File: config.mk
export PLATFORM = sky130hd
export DESIGN_NAME = rt_frame_sequencer
export DESIGN_NICKNAME = d
export VERILOG_FILES = /design/src/rtl/rt_frame_sequencer.sv
export SDC_FILE = /design/constraint.sdc
export NUM_CORES = 1
export LEC_CHECK = 0
export ABC_AREA = 1
export CAP_MARGIN = 5
export CORE_UTILIZATION = 28
export CTS_CLUSTER_DIAMETER = 100
export DETAILED_ROUTE_END_ITERATION = 10
export PLACE_DENSITY = 0.49
export SYNTH_ARGS = -nofsm -noshare
export SYNTH_HDL_FRONTEND = slang
export SYNTH_SLANG_ARGS = --single-unit
File: constraint.sdc
create_clock -name clk -period 4.6 [get_ports clk]
set_clock_uncertainty 0.15 [all_clocks]
set_input_delay 0.92 -clock clk [delete_from_list [all_inputs] [get_ports clk]]
set_output_delay 0.92 -clock clk [all_outputs]
set_load 0.02 [all_outputs]
File: src/rtl/rt_frame_sequencer.sv
`timescale 1ns/1ps
// Raster-order frame sequencer: issues pixel coordinates to a ray tracer one at a time
// and collects the traced colours, tagged with start-of-frame/end-of-line, into an output FIFO.
//
// state  | meaning
// IDLE   | no frame in progress, FIFO empty, waiting for start
// ISSUE  | next pixel is issued once the FIFO has room for its result
// WAIT   | one pixel outstanding; timer runs down to a forced black result
// DRAIN  | every pixel traced; waiting for downstream to empty the FIFO
module rt_frame_sequencer #(
    parameter int H_RES      = 640,
    parameter int V_RES      = 480,
    parameter int FIFO_DEPTH = 4,
    parameter int RT_TIMEOUT = 15
) (
    input  logic        clk,
    input  logic        rst_n,
    input  logic        start,
    input  logic        abort,
    output logic [9:0]  rt_px_x,
    output logic [8:0]  rt_px_y,
    output logic        rt_px_valid,
    input  logic [7:0]  rt_r,
    input  logic [7:0]  rt_g,
    input  logic [7:0]  rt_b,
    input  logic        rt_valid,
    output logic [23:0] out_rgb,
    output logic        out_sof,
    output logic        out_eol,
    output logic        out_valid,
    input  logic        out_ready,
    output logic        busy,
    output logic        frame_done,
    output logic        timeout_err
);

    localparam int PW = (FIFO_DEPTH > 1) ? $clog2(FIFO_DEPTH) : 1;
    localparam int CW = PW + 1;
    localparam int TW = $clog2(RT_TIMEOUT + 1);

    localparam logic [9:0]    X_LAST   = 10'(H_RES - 1);
    localparam logic [8:0]    Y_LAST   = 9'(V_RES - 1);
    localparam logic [CW-1:0] DEPTH_C  = CW'(FIFO_DEPTH);
    localparam logic [CW-1:0] ONE_C    = CW'(1);
    localparam logic [TW-1:0] TMR_LOAD = TW'(RT_TIMEOUT - 1);

    typedef enum logic [1:0] {
        S_IDLE,
        S_ISSUE,
        S_WAIT,
        S_DRAIN
    } state_t;

    state_t        state;
    logic [9:0]    x;
    logic [8:0]    y;
    logic [TW-1:0] timer;

    // FIFO entry layout: {sof, eol, r, g, b}
    logic [25:0]   fifo_mem [FIFO_DEPTH];
    logic [PW-1:0] wr_ptr;
    logic [PW-1:0] rd_ptr;
    logic [CW-1:0] count;
    logic [25:0]   head;

    logic          abort_act;
    logic          fifo_full;
    logic          take;
    logic          tmo_hit;
    logic          push;
    logic          pop;
    logic          last_px;
    logic [25:0]   push_data;

    assign abort_act = abort && (state != S_IDLE);
    assign fifo_full = (count == DEPTH_C);
    assign take      = (state == S_WAIT) && (rt_valid || (timer == '0));
    assign tmo_hit   = (state == S_WAIT) && !rt_valid && (timer == '0);
    assign push      = take && !abort_act;
    assign pop       = out_valid && out_ready && !abort_act;
    assign last_px   = (x == X_LAST) && (y == Y_LAST);
    assign push_data = {(x == '0) && (y == '0), (x == X_LAST),
                        rt_valid ? {rt_r, rt_g, rt_b} : 24'h000000};

    assign head       = fifo_mem[rd_ptr];
    assign out_valid  = (count != '0);
    assign out_rgb    = out_valid ? head[23:0] : 24'h000000;
    assign out_sof    = out_valid && head[25];
    assign out_eol    = out_valid && head[24];
    assign busy       = (state != S_IDLE);
    assign frame_done = (state == S_DRAIN) && pop && (count == ONE_C);
    assign rt_px_x    = x;
    assign rt_px_y    = y;

    // Storage is not reset; entries are only visible through out_valid gating.
    always_ff @(posedge clk) begin
        if (push) begin
            fifo_mem[wr_ptr] <= push_data;
        end
    end

    always_ff @(posedge clk or negedge rst_n) begin
        if (!rst_n) begin
            wr_ptr <= '0;
            rd_ptr <= '0;
            count  <= '0;
        end else if (abort_act) begin
            wr_ptr <= '0;
            rd_ptr <= '0;
            count  <= '0;
        end else begin
            if (push) begin
                wr_ptr <= wr_ptr + 1'b1;
            end
            if (pop) begin
                rd_ptr <= rd_ptr + 1'b1;
            end
            case ({push, pop})
                2'b10:   count <= count + 1'b1;
                2'b01:   count <= count - 1'b1;
                default: count <= count;
            endcase
        end
    end

    always_ff @(posedge clk or negedge rst_n) begin
        if (!rst_n) begin
            state       <= S_IDLE;
            x           <= '0;
            y           <= '0;
            timer       <= '0;
            rt_px_valid <= 1'b0;
            timeout_err <= 1'b0;
        end else if (abort_act) begin
            state       <= S_IDLE;
            x           <= '0;
            y           <= '0;
            timer       <= '0;
            rt_px_valid <= 1'b0;
        end else begin
            rt_px_valid <= 1'b0;
            case (state)
                S_IDLE: begin
                    if (start) begin
                        state       <= S_ISSUE;
                        x           <= '0;
                        y           <= '0;
                        timeout_err <= 1'b0;
                    end
                end
                S_ISSUE: begin
                    if (!fifo_full) begin
                        rt_px_valid <= 1'b1;
                        timer       <= TMR_LOAD;
                        state       <= S_WAIT;
                    end
                end
                S_WAIT: begin
                    if (take) begin
                        if (tmo_hit) begin
                            timeout_err <= 1'b1;
                        end
                        if (last_px) begin
                            state <= S_DRAIN;
                            x     <= '0;
                            y     <= '0;
                        end else begin
                            state <= S_ISSUE;
                            if (x == X_LAST) begin
                                x <= '0;
                                y <= y + 1'b1;
                            end else begin
                                x <= x + 1'b1;
                            end
                        end
                    end else begin
                        timer <= timer - 1'b1;
                    end
                end
                S_DRAIN: begin
                    if ((count == '0) || (pop && (count == ONE_C))) begin
                        state <= S_IDLE;
                    end
                end
                default: state <= S_IDLE;
            endcase
        end
    end

endmodule

Word-level counts from Yosys, hierarchy flattened
Memory sizes are Yosys's and may differ from the RTL's.
Cells that the tools add are included.
{ "totals": {"elab_cells": 112, "ff_bits": 34, "out_inout_bits": 50, "mem_bits_rw": 104, "memories": 1} }
{ "op_classes": {"n_eq_ne": 18, "n_addsub": 7, "n_reduce_logical": 36, "bitwise_logic": 1, "muxes": 40} }
{ "memory_table": {"columns": ["name", "depth", "word_bits", "read_ports", "rd_clocked_by_memory_dff", "write_ports", "line_no", "source"], "rows": [
  ["fifo_mem", 4, 26, 1, 0, 1, "60", "logic [25:0] fifo_mem [FIFO_DEPTH];"]
]} }
{ "ops": {"columns": ["operator", "count"], "rows": [
  ["10-bit 2-to-1 mux", 5],
  ["24-bit 2-to-1 mux", 2],
  ["9-bit 2-to-1 mux", 5],
  ["2-bit 2-to-1 mux", 10],
  ["10-bit case mux with 2 select lines", 1],
  ["9-bit case mux with 2 select lines", 1],
  ["1-bit logical AND", 14],
  ["4-bit 2-to-1 mux", 3],
  ["3-bit inequality test (second input constant)", 4],
  ["3-bit nonzero test", 4],
  ["10-bit by 1-bit adder with 10-bit output (second input constant)", 1],
  ["10-bit == test (second input constant)", 1],
  ["10-bit zero test", 1],
  ["9-bit by 1-bit adder with 9-bit output (second input constant)", 1],
  ["9-bit == test (second input constant)", 1],
  ["9-bit zero test", 1],
  ["1-bit 2-to-1 mux", 8],
  ["2-bit case mux with 4 select lines", 1],
  ["4-bit case mux with 2 select lines", 1],
  ["4-bit AND reduction", 2],
  ["2-bit nonzero test", 4],
  ["2-bit == test (second input constant)", 3],
  ["2-bit inequality test (second input constant)", 3],
  ["3-bit case mux with 2 select lines", 1],
  ["19 further kinds", 24]
]} }

Depth between registers and ports, before layout
Gate-level depths: netlist of the first run.
{ "logic_depth": {"depth_word": 9, "mapped_depth": 11, "depth_no_buf": 11} }

Worst setup path after synthesis of the first run
No wires, ideal clock.
{ "synth_path": {"path_type": "input to register", "start": "input rt_valid", "end": "memory fifo_mem[0][0], enable pin", "cell_stages": 5, "required_ns": 4.041, "setup_slack_ns": 1.448, "path_buffers": 1, "arrival_time_ns": 2.593, "path_cell_list": "clkbuf_1 > inv_1 > nand2_1 > nand2_2 > nor2_1"} }
{ "synth_via": {"elab_chain_len": 5} }
{ "synth_lines": {"columns": ["item", "line_no", "source"], "rows": [
  ["start: declaration", "26", "input logic rt_valid,"],
  ["1-bit logical OR", "77", "assign take = (state == S_WAIT) && (rt_valid || (timer == '0));"],
  ["1-bit logical AND", "77", null],
  ["1-bit logical AND", "79", "assign push = take && !abort_act;"],
  ["1-bit 2-to-1 mux", "97", "if (push) begin"],
  ["1-bit 2-to-1 mux (not written as such)", "98", "fifo_mem[wr_ptr] <= push_data;"],
  ["end: declaration", "60", null]
]} }
Every way passes these cells.

Final worst setup path of the first run
{ "layout_path": {"start": "input abort", "end": "output frame_done"} }
{ "layout_via": {"elab_chain_len": 5} }
{ "layout_lines": {"columns": ["item", "line_no", "source"], "rows": [
  ["start: declaration", "19", "input logic abort,"],
  ["1-bit logical AND", "75", "assign abort_act = abort && (state != S_IDLE);"],
  ["1-bit zero test", "80", "assign pop = out_valid && out_ready && !abort_act;"],
  ["1-bit logical AND", "80", null],
  ["1-bit logical AND (2 in a row)", "91", "assign frame_done = (state == S_DRAIN) && pop && (count == ONE_C);"],
  ["end: declaration", "33", "output logic frame_done,"]
]} }
Every way passes these cells.

==> summary.txt, run 1 <==
Outcome = completed
Slew headroom = 44.9%
Area of the mapped netlist = 0.00653 mm2
Vias in the first global route = 4528
TritonCTS clock tree = done
Row count = 55
Tmin final = 3840 ps
Pre-CTS setup slack = 775 ps
WL final = 15600 um
Fmax = 260 MHz
Hold Crit Class = reg -> reg
Post-synth cell types = 32
Number of port buffers = 79
Worst VDD drop = 245 uV
H-tree levels = 4
Crit Path Max Fanout = 6
Die Height = 155 um
Worst hold start = timeout_err
Resized cells post-CTS = 0
Die width = 155 um
Area of the multi-input gates = 0.00216 mm2
Clock sink count = 138
Slew Limit Fails = 0
Initial Util = 28.7%
Postcts setup bufs = 0
RSZ-0062 raised after global routing = no
Final instance area = 0.00833 mm2
Via density = 4.35
GR Overflow Total = 0
Synth warn = 0
Seq/Total Area, Yosys = 60.9%
Antenna Violating Nets Remaining = 0
First-pass GRT wire length = 24900 um
Fillers = 2290
Post-Syn Area per Cell = 9.60 um2
Register area = 0.00397 mm2
Hold Violations, Final = 0
Switching power = 1780 uW
# setup viols final = 0
Largest net degree at the start of global routing = 53
CTS Buf Count = 17
Residual DRC = 0
Placeable Area = 0.0228 mm2
Crit share post-route = 83.6%
Bufs on Longest Clock Path = 2
Final Power = 4790 uW
Drt first-iter violations = 279
TritonRoute pass-1 iters = 5
Worst-Margin Slew = 827 ps
Share of layout cells above drive strength 1 = 9.37%
Clock latency on the worst-skew pair = 410 ps
IO Pins = 80
Pint = 3010 uW
Worst setup path startpoint = abort
Wire length per cell = 14.3 um
Root buffer cell = clkbuf_16
Number of enable flip-flop cells after synthesis = 104
Antenna violations before repair = 0
Setup TNS = 0 ps
Sw Share = 37.2%
Reg2reg start = timer[0]
#FFs+latches synth = 138
CP Data Arrival Time = 2770 ps
Clock power share = 29.5%
DP HPWL = 9760 um
Max Cap Viol = 0
Placed cell area = 0.00772 mm2
Crit end category = output port
Net Count, Synth = 723
Reg power frac = 31.7%
Critical path class = in -> out
Top_reg_cell synth = edfxtp_1
Async S/R FF share, synth = 24.6%
# diodes = 0
Critical path required time = 3530 ps
RD Place Congestion = 0.782
Final net count = 809
Area Overhead vs Synth = 27.6%
Worst Hold Slack = 354 ps
CP Launch Type = primary input
Die footprint = 0.0239 mm2
Comb pwr share = 38.9%
Mapped Cells = 680
Detailed-route via count = 4752
Leakage power = 0.00336 uW
Reg clk slew, reported paths = 60 ps
Setup ws final = 755 ps
# hold bufs at CTS = 0
PwrDens = 575 mW/mm2
Overall routing resource usage = 13.7%
[power groups by stage]
stage,clock network (uW),logic (uW),registers [uW]
6_report,1410,1860,1520
4_1_cts,1450,1900,1520
5_1_grt,1510,2060,1530
2_1_floorplan,0,1160,1540
3_3_place_gp,0,1880,1540
3_5_place_dp,0,1890,1540
[stage by stage]
step                util (%)  std cells
floorplan                  -        680
global placement        33.9       1060
detailed placement      33.9       1060
CTS                     36.6       1092
global route            36.6       1092
finish                  36.6       1092
[layer usage]
| layer | wire [um] | up-vias | track usage [%] |
|---|---|---|---|
| li1 | - | 2419 | - |
| met1 | 7650 | 2204 | 19.0 |
| met2 | 7170 | 121 | 21.4 |
| met3 | 679 | 8 | 3.39 |
| met4 | 97 | 0 | 3.39 |
| met5 | 0 | - | 0 |
[registers in the layout, summed over array words and instances, names as in the netlist]
name,flops
count,3
fifo_mem,104
rd_ptr,2
rt_px_valid,1
rt_px_x,10
rt_px_y,9
state,2
timeout_err,1
timer,4
wr_ptr,2
[worst max-delay path: stages]
cell and delay, ps:
clkdlybuf4s50_1 540, inv_1 190, nor2_4 80, nor2_2 170
nand2_1 100, nor2_1 150, clkdlybuf4s50_1 630
[layout by cell type (no fill, tap or decap), drive strengths merged]
cell,instances
a21bo,1
a21oi,34
buf,15
bufinv,3
clkbuf,18
clkdlybuf4s50,78
clkinv,6
clkinvlp,1
dfrtp,34
edfxtp,104
ha,13
inv,82
nand2,105
nand3,35
nand3b,1
nand4,7
nor2,152
nor3,6
nor3b,1
nor4,1
o211ai,1
o21ai,73
xnor2,3
xor2,5
[logic make-up after synthesis]
kind of cell	share of synthesized area, %
adder cells (fa/ha/maj)	2.49
flip-flops	60.9
buffers and inverters	6.28
AND/OR/NAND/NOR	20.8
AO/OA/AOI/OAI	8.47
XOR/XNOR	1.07
[cell type report]
cell class              count  share of cell area [%]
inverters                  78                    3.51
multi-input cells         438                    25.9
flip-flops and latches    138                    47.7
repair buffers             93                    10.8
well taps                 313                    4.70
clock buffers              18                    5.15
clock inverters            14                    2.24
[final timing paths]
path	cells past startpoint	to	slack [ps]
hold reg to reg	1	timeout_err	350
hold / removal	1	timeout_err	350
setup / recovery	7	frame_done	760
max in group asynchronous	1	rd_ptr[0]	3320
min in group asynchronous	1	rt_px_y[1]	450
setup reg to reg	7	fifo_mem[3][0]	2180
[synth_stat cells (5+ instances only)]
master	instances	area share [%]
dfrtp_1	34	13
inv_1	70	4.0
nand4_1	7	0.67
edfxtp_1	104	48
a21oi_1	34	2.6
inv_2	7	0.40
clkbuf_1	16	0.92
ha_1	13	2.5
nor2_1	143	8.2
nand2_1	101	5.8
nand3_1	33	2.5
nor3_1	6	0.46
nor2_4	6	1.0
o21ai_0	69	5.3
xor2_1	5	0.67
(Power assumes the default switching activity.)
==> run 2: changes to the inputs <==
- clock period: 4.6 -> 3.65 ns (I/O delays scaled with it)
==> run 2 against run 1 <==
- routed wire length hardly changed
- final area is 0.12% lower
- first-iteration DRC count is 2.9% higher
- hold slack worse by 120 ps
- clock power is 26% higher
- sequential power is 26% higher
- global-route usage is 0.20 points higher
- sequential share of layout area is 0.057 points higher
- final cell count hardly changed
- register-to-register slack worse by 740 ps
- sequential cell count stayed put
- largest cell class unchanged
- largest power group unchanged
==> summary.txt, run 2 (synthesis results as in run 1) <==
Cell Chain, Critical Path = inv_1 > ha_1 > nand2_1 > clkinv_1 > buf_4 > a21oi_1 > clkdlybuf4s50_1
Overall routing resource usage = 13.9%
Hold Violations, Final = 0
RSZ-0062 raised after global routing = no
Setup TNS = 0 ps
Die Height = 155 um
Reg with most FFs = fifo_mem
Slowest stage delay, CP = 660 ps
Clock latency on the worst-skew pair = 420 ps
Worst setup path startpoint = count[0]
Share of layout cells above drive strength 1 = 9.38%
DP HPWL = 9640 um
H-tree levels = 4
Critical path required time = 2770 ps
Crit share post-route = 94.6%
Detailed-route via count = 4702
Met1 Use GR = 18.4%
Postcts setup bufs = 0
Grt met2 use = 22.6%
Reg2reg start = timer[0]
Hold Crit Class = in -> async
Antenna Violating Nets Remaining = 0
Die width = 155 um
Slew Limit Fails = 0
Register area = 0.00397 mm2
First-pass GRT wire length = 25100 um
# setup viols final = 0
Met3 global-route usage = 3.81%
Die footprint = 0.0239 mm2
Vias in the first global route = 4598
Resized cells post-CTS = 0
RD Place Congestion = 0.784
Area Overhead vs Synth = 27.5%
Drt first-iter violations = 287
# hold bufs at CTS = 0
Max Cap Viol = 0
Row count = 55
Fillers = 2309
Max reg flops = 104
Slowest stage cell, crit path = clkdlybuf4s50_1
Largest net degree at the start of global routing = 41
Initial Util = 28.7%
Reg clk slew, reported paths = 70 ps
CP Launch Type = flip-flop
Critical path class = reg -> out
CTS Buf Count = 17
Worst VDD drop = 383 uV
Outcome = completed
Clock sink count = 138
Commonest non-fill, non-tap cell in the layout = nor2_1
Residual DRC = 0
Root buffer cell = clkbuf_16
Placeable Area = 0.0228 mm2
Crit Path Max Fanout = 26
Via density = 4.31
IO Pins = 80
Number of port buffers = 79
Slew headroom = 44.9%
# diodes = 0
Tmin final = 3450 ps
PwrDens = 724 mW/mm2
TritonCTS clock tree = done
WL final = 15600 um
Area of the multi-input gates = 0.00216 mm2
CP Data Arrival Time = 2570 ps
Fmax = 289 MHz
Commonest non-fill, non-tap cells in the layout = nor2_1 (139), edfxtp_1 (104), nand2_1 (101)
Final net count = 808
Crit end category = output port
Bufs on Longest Clock Path = 2
Antenna violations before repair = 0
Fin util = 36.5%
Layer with the highest usage = met2
Wire length per cell = 14.3 um
Leakage power = 0.00336 uW
Worst-Margin Slew = 826 ps
GR Overflow Total = 0
Final Power = 6030 uW
TritonRoute pass-1 iters = 5
[run 2: metal layers]
layer  wire, um  up-vias  share of wire, %
met5          0        -                 0
met4        110        0              0.70
met3        663        7               4.2
met2       7240       91                46
met1       7600     2186                49
li1           -     2418                 -
[run 2: metrics by stage]
stage / instance area [um2] / hold slack [ps] / worst slack [ps] / std cells
floorplan: 6530 / 284 / 688 / 680
global placement: 7700 / 363 / 416 / 1059
detailed placement: 7700 / 335 / 388 / 1059
CTS: 8320 / 262 / 181 / 1091
global route: 8320 / 296 / 52.5 / 1091
finish: 8320 / 237 / 195 / 1091
[run 2: path summary, 6_finish.rpt]
path | end | slack [ps] | depth (start not counted)
max in group asynchronous | timer[1] | 2570 | 1
min in group clk | timeout_err | 360 | 1
worst min-delay path | rt_px_y[0] | 240 | 1
worst max register to register | fifo_mem[3][7] | 1440 | 7
worst max-delay path | out_eol | 200 | 7
worst min register to register | timeout_err | 360 | 1
[run 2: power breakdown]
group          internal [uW]  switching [uW]  leakage (uW)  total (uW)
clock network            994             790      0.000305        1780
logic                    868            1470       0.00164        2330
registers               1830            84.9       0.00141        1910
[run 2: worst max-delay path: cells and delay by family, from the launching register on]
kind	cells	cell delay, ps
AOI/OAI and AO/OA	1	320
adders and majority gates	1	210
buffers and inverters	4	1100
DFF	1	380
and+or+nand+nor	1	110
[run 2: cell type report]
type | count | area share, %
clock inverters | 15 | 2.41
repair buffers | 92 | 10.6
multi-input cells | 438 | 25.9
inverters | 78 | 3.52
clock buffers | 17 | 5.11
well taps | 313 | 4.71
flip-flops and latches | 138 | 47.7
